**src/rtl/temp_sense_sequencer.sv**
```systemverilog
// temp_sense_sequencer: schedules SPI reads of an LM07/LM70-family sensor,
// generates CS/SCK, shifts in the 16-bit word MSB first and publishes the
// raw word, the 8-MSB reading and an over-temperature flag.
//
// Request/result protocol: start (and the internal period timer) are
// one-cycle requests with no back-pressure; they are remembered in a single
// pending flag, so any number of requests before the next IDLE merge into one
// read. data_valid is a one-cycle strobe with no ready; temp_raw/temp_data/
// alarm are held until the next strobe, so a consumer may sample them at any
// later time.
module temp_sense_sequencer #(
  parameter int SCK_DIV       = 2,
  parameter int CS_SETUP      = 2,
  parameter int SAMPLE_PERIOD = 1000
) (
  input  logic        clk,
  input  logic        rst,
  input  logic        enable,
  input  logic        start,
  input  logic [7:0]  thresh,
  input  logic        sio,
  output logic        cs,
  output logic        sck,
  output logic        busy,
  output logic [15:0] temp_raw,
  output logic [7:0]  temp_data,
  output logic        data_valid,
  output logic        alarm
);

  typedef enum logic [2:0] {
    IDLE  = 3'd0,
    SETUP = 3'd1,
    SHIFT = 3'd2,
    HOLD  = 3'd3,
    GAP   = 3'd4
  } state_t;

  localparam int PW = (SAMPLE_PERIOD > 1) ? $clog2(SAMPLE_PERIOD) : 1;
  localparam logic [PW-1:0] PERIOD_LAST = PW'(SAMPLE_PERIOD - 1);
  localparam logic [PW-1:0] PERIOD_ONE  = PW'(1);
  localparam logic [15:0]   SETUP_LAST  = 16'(CS_SETUP - 1);
  localparam logic [15:0]   DIV_LAST    = 16'(SCK_DIV - 1);

  // FSM state is kept as a named signal so checkers can bind to it.
  state_t        state;
  logic [PW-1:0] period_cnt;
  logic          pending;
  logic          wrap;
  logic [15:0]   cnt;
  logic [3:0]    bit_idx;
  logic [15:0]   shift;

  // Timer wrap is a read request; only meaningful while the timer runs.
  assign wrap = enable && (period_cnt == PERIOD_LAST);

  // Free-running sample period counter, held at zero while disabled.
  always_ff @(posedge clk) begin
    if (rst) begin
      period_cnt <= '0;
    end else if (!enable || wrap) begin
      period_cnt <= '0;
    end else begin
      period_cnt <= period_cnt + PERIOD_ONE;
    end
  end

  // Request merging plus the frame sequencer with all outputs registered.
  always_ff @(posedge clk) begin
    if (rst) begin
      state      <= IDLE;
      pending    <= 1'b0;
      cnt        <= '0;
      bit_idx    <= '0;
      shift      <= '0;
      cs         <= 1'b1;
      sck        <= 1'b0;
      busy       <= 1'b0;
      temp_raw   <= '0;
      temp_data  <= '0;
      data_valid <= 1'b0;
      alarm      <= 1'b0;
    end else begin
      data_valid <= 1'b0;
      // A request in the same cycle IDLE consumes the flag is kept, so it
      // is served by a following frame rather than lost.
      pending    <= pending || start || wrap;
      case (state)
        IDLE: begin
          if (pending) begin
            pending <= start || wrap;
            cs      <= 1'b0;
            busy    <= 1'b1;
            cnt     <= '0;
            state   <= SETUP;
          end
        end
        SETUP: begin
          if (cnt == SETUP_LAST) begin
            cnt     <= '0;
            bit_idx <= '0;
            state   <= SHIFT;
          end else begin
            cnt <= cnt + 16'd1;
          end
        end
        SHIFT: begin
          // sck itself tells which half of the bit period we are in.
          if (cnt == DIV_LAST) begin
            cnt <= '0;
            if (!sck) begin
              sck   <= 1'b1;
              shift <= {shift[14:0], sio};
            end else begin
              sck <= 1'b0;
              if (bit_idx == 4'd15) begin
                state <= HOLD;
              end else begin
                bit_idx <= bit_idx + 4'd1;
              end
            end
          end else begin
            cnt <= cnt + 16'd1;
          end
        end
        HOLD: begin
          if (cnt == SETUP_LAST) begin
            cnt        <= '0;
            cs         <= 1'b1;
            temp_raw   <= shift;
            temp_data  <= shift[15:8];
            alarm      <= (shift[15:8] >= thresh);
            data_valid <= 1'b1;
            state      <= GAP;
          end else begin
            cnt <= cnt + 16'd1;
          end
        end
        GAP: begin
          if (cnt == SETUP_LAST) begin
            cnt   <= '0;
            busy  <= 1'b0;
            state <= IDLE;
          end else begin
            cnt <= cnt + 16'd1;
          end
        end
        default: begin
          state <= IDLE;
        end
      endcase
    end
  end

endmodule

```
**config.mk**
```make
export PLATFORM = sky130hd
export DESIGN_NAME = temp_sense_sequencer
export DESIGN_NICKNAME = d
export VERILOG_FILES = /design/src/rtl/temp_sense_sequencer.sv
export SDC_FILE = /design/constraint.sdc
export NUM_CORES = 1
export LEC_CHECK = 0
export CAP_MARGIN = 40
export CORE_AREA = 2 2 83 85
export DETAILED_ROUTE_END_ITERATION = 10
export DIE_AREA = 0 0 85 87
export PLACE_DENSITY_LB_ADDON = 0.2
export SETUP_SLACK_MARGIN = 0.15
export SLEW_MARGIN = 40
export SYNTH_ARGS = -nofsm -noshare
export SYNTH_HDL_FRONTEND = slang
export SYNTH_SLANG_ARGS = --single-unit
export TNS_END_PERCENT = 30
```
**constraint.sdc**
```tcl
create_clock -name clk -period 2.2 [get_ports clk]
set_input_delay 0.66 -clock clk [delete_from_list [all_inputs] [get_ports clk]]
set_output_delay 0.66 -clock clk [all_outputs]
set_load 0.005 [all_outputs]
```
Word-level counts from Yosys, hierarchy flattened --
Cells that the tools add are included.
Cells by class: add/subtract/negate cells 3, magnitude comparators 1, equal/unequal tests 15, muxes and demuxes 26, bitwise logic cells 2, reductions and logical operators 22
Operators with widths (number):
- 16-bit two-way mux | 2
- 16-bit one-hot mux with 2 select lines | 1
- 3-bit two-way mux | 7
- 16-bit by 1-bit adder with 16-bit output (second input constant) | 1
- 16-bit by 1-bit equality test with 1-bit output (second input constant) | 1
- 4-bit two-way mux | 4
- 2-bit inequality test (second input constant) | 8
- 3-bit one-hot mux with 5 select lines | 1
- 10-bit by 1-bit adder with 10-bit output (second input constant) | 1
- 10-bit equality test (second input constant) | 1
- 3-bit AND reduction | 3
- 8-bit >= comparator | 1
- 1-bit two-way mux | 8
- 4-bit one-hot mux with 2 select lines | 1
- 2-bit nonzero test | 4
- 7-bit AND reduction | 1
- 3-bit by 2-bit equality test with 1-bit output (second input constant) | 2
- 2-bit AND reduction | 3
- 5-bit AND reduction | 1
- 4-bit by 1-bit adder with 4-bit output (second input constant) | 1
- 4-bit equality test (second input constant) | 1
- 1-bit logical OR | 4
- 1-bit one-hot mux with 2 select lines | 2
- 2-bit OR reduction | 2
- 7 further kinds | 8
Storage, ports and cells: flip-flop bits (word level) 79, input bits 13, output and inout bits 29, word-level logic and storage cells 82

Logic depth before layout (Yosys ltp) --
depth after elaboration 5, gate-level depth with buffers 8, gate-level depth less buffers 6

Worst setup path before layout --
No wires, ideal clock.
path kind input to register, start point input port rst, end point register bit_idx[3], library setup time 0.063 ns, data arrival time 1.823 ns, required time 2.137 ns, path slack 0.314 ns, stages 4, path buffers 0, cells stage by stage nor4b_1 and3_1 or4b_1 nand3_1
RTL lines:
- from (decl) | RTL line 17 | input logic rst,
- to (signal assigned) | RTL line 119 | bit_idx <= bit_idx + 4'd1;
- to (decl) | RTL line 51 | logic [3:0] bit_idx;

Final worst setup path --
start point register cnt[0], end point register bit_idx[3]
On the way: word-level cells in the longest chain between the ends 3, elaborated cells on any way between the ends 4, those cells by class 3 x eq/ne; 1 x reduce/logical
Ends and longest elaborated chain:
- from (decl) | RTL line 50 | logic [15:0] cnt;
- from (signal assigned) | RTL line 104 | cnt <= cnt + 16'd1;
- from (signal assigned) | RTL line 123 | cnt <= cnt + 16'd1;
- from (signal assigned) | RTL line 136 | cnt <= cnt + 16'd1;
- 16-bit by 1-bit equality test with 1-bit output * | RTL line 99, 109
- 2-bit inequality test (no source line)
- 5-bit AND reduction (no source line) *
Every way passes the cells marked *; elsewhere a longest branch is shown, timed or not. A chain may end at the register's enable or synchronous reset.

==> summary.txt <==
CTS
  • # H-tree levels: 3
  • Clock sinks: 71
  • Post-CTS Hold Buffers: 0
  • CTS root buffer: clkbuf_8
  • Clk_lat worst skew: 350 ps
  • Clock Tree Buf Depth: 2
  • CTS tree: done
  • CTS clk-pin slew, worst paths: 70 ps
  • Num CTS Buffers: 9

Synthesis
  • Mapped Area: 0.00350 mm²
  • Post-synthesis async set-or-reset flop share: 0%
  • Post-synth EDFFs: 0
  • Synth cell count leaders: dfxtp_1, nand2_1, nand3_1
  • Top cells by area, synth: dfxtp_1, mux2i_1, nand2_1
  • Cell count after synthesis: 411
  • Post-synth top area share: 40.6%
  • Yosys warns: 0
  • Post-synthesis sequential area ratio: 40.6%
  • Syn Nets: 436
  • Post-synth cell types: 54
  • Avg Inst Size Synth: 8.53 µm²
  • Most common cell in the netlist: dfxtp_1
  • Post-synth top flop: dfxtp_1
  • Synth Register Bits: 71
  • Leading area contributor after synthesis: dfxtp_1

Global route
  • GR Util met1: 31.4%
  • Largest net degree at the start of global routing: 24
  • Met3 Usage GRT: 3.98%
  • Grt total ovfl: 0
  • GR peak layer: met2
  • Total global-route track usage: 22.8%
  • Met2 usage: 35.4%
  • Vias in the first global route: 2943
  • Initial antenna violation count: 0
  • First-pass GRT wire length: 13.6 mm

Cells and area
  • Antenna Diode Count: 0
  • Non-Filler Cell Area, Final: 0.00422 mm²
  • Layout area overhead: 20.4%
  • Layout cells sized above 1: 9.63%
  • Util after Layout: 64.2%
  • Total Nets Final: 477

Place
  • RePlAce Congestion: 0.825
  • Pre-CTS setup slack: -23.6 ps
  • PortBufs: 41
  • DP Area: 0.00399 mm²
  • Placed wire-length estimate: 5.54 mm

Flow run
  • Max capacitance violation total: 0

Worst setup path
  • Crit path DAT: 2270 ps
  • CP endpoint kind: flip-flop
  • Setup crit start kind: flip-flop
  • Req. time, crit path: 2480 ps
  • Critical path class: reg -> reg
  • CP Max Fanout: 9

Floorplanning
  • Die Ht: 87 µm
  • Core area: 0.00657 mm²
  • Die Span X: 85 µm
  • I/O pin total: 42
  • Row count: 30
  • Initial Utilization: 53.4%
  • Die ar.: 0.00740 mm²

STA
  • Clk_skew: 12.2 ps
  • Final Hold Vio Count: 0
  • RSZ-0062 raised after global routing: true
  • Final max-slew violation count: 0
  • Final period util: 90.1%
  • Least-Margin Pin Slew: 546 ps
  • Period minus WS final: 1980 ps
  • Fmax: 504 MHz
  • Relative slew slack: 63.5%
  • Setup slack after layout: 218 ps
  • Hold_ws: 449 ps
  • Setup violations, final: 0

Route
  • Drt via density: 5.74
  • TritonRoute pass-1 iters: 4
  • Total routed wirelength: 7.96 mm
  • Antenna Nets Post-Route: 0
  • Iter 0 DRT Violations: 185
  • Vias: 3081
  • Post-route DRC: 0
  • Routed WL per cell: 14.8 µm

Power and ir drop
  • Pwr dens: 673 mW/mm²
  • Total Power: 2.84 mW
  • VDD IR max: 0.409 mV
  • Total leakage power: 1.48 nW

Run status
  • Status: finished clean

Min path
  • Worst hold path class: reg -> reg
-- state kept, by name, indices dropped and copies added (netlist names) --
signal / cells
data_valid: 1
alarm: 1
busy: 1
bit_idx: 4
state: 3
temp_raw: 16
cnt: 16
period_cnt: 10
pending: 1
cs: 1
shift: 16
sck: 1
-- power breakdown --
part	switching, mW	total, mW	internal (mW)
Combinational	0.296	0.492	0.196
Clock	0.498	0.999	0.502
Sequential	0.0414	1.35	1.31
Total	0.835	2.84	2.01
-- metrics by stage --
stage	cells	TNS [ps]
2_1_floorplan	411	0
3_3_place_gp	518	0
3_5_place_dp	518	-172
4_1_cts	534	0
5_1_grt	537	0
6_report	537	0
-- cells by family (layout without fill, tap and decap cells) --
| family | after synthesis | count (layout) | share of synthesized area, % |
|---|---|---|---|
| multiplexers | 16 | 16 | 4.57 |
| AND/OR/NAND/NOR | 162 | 162 | 25.7 |
| adder cells (fa/ha/maj) | 12 | 12 | 4.28 |
| buffers and inverters | 50 | 96 | 6.78 |
| AO/OA/AOI/OAI | 90 | 90 | 15.6 |
| flip-flops | 71 | 71 | 40.6 |
| XOR/XNOR | 10 | 10 | 2.50 |
-- timing repair --
item | 4_1_cts | 5_1_grt
cloned | 0 | 0
pin swaps | 0 | 1
gates resized for setup | 1 | 0
setup endpoints to repair | 1 | 27
setup buffers | 0 | 3
-- final timing paths --
| path | from | endpoint | slack, ps | depth (start not counted) |
|---|---|---|---|---|
| max reg2reg | cnt[0] | bit_idx[3] | 220 | 6 |
| min reg2reg | period_cnt[0] | period_cnt[0] | 450 | 1 |
| min | period_cnt[0] | period_cnt[0] | 450 | 1 |
| max | cnt[0] | bit_idx[3] | 220 | 6 |
-- critical path, stage by stage (launching register included) --
cell	delay, ps
dfxtp_1	440
ha_1	220
nor4b_4	260
nand4_4	220
buf_12	200
or4b_1	500
nand3_1	90
-- placed cells by master, fill, tap and decap left out, types with 16 or more instances in the layout --
cell	instances
dfxtp_1	70
a21oi_1	25
clkdlybuf4s50_1	41
nand2_1	42
nand3_1	29
inv_1	18
mux2i_1	16
buf_4	18
o21ai_0	27
nor2_1	25
-- routing by layer --
metal	up-vias	wire length [µm]
met4	0	119
met1	1448	3880
met2	57	3640
met5	-	0
met3	10	310
li1	1566	-
-- area by class of cell --
cell class | instances | area [µm²]
clock inverter | 4 | 28.8
tap | 80 | 100
fill | 561 | 2350
timing repair buffer | 61 | 586
inverter | 19 | 71.3
sequential | 71 | 1420
clock buffer | 12 | 165
multi-input combinational | 290 | 1850
No activity file was read; power rests on OpenSTA's default activity.
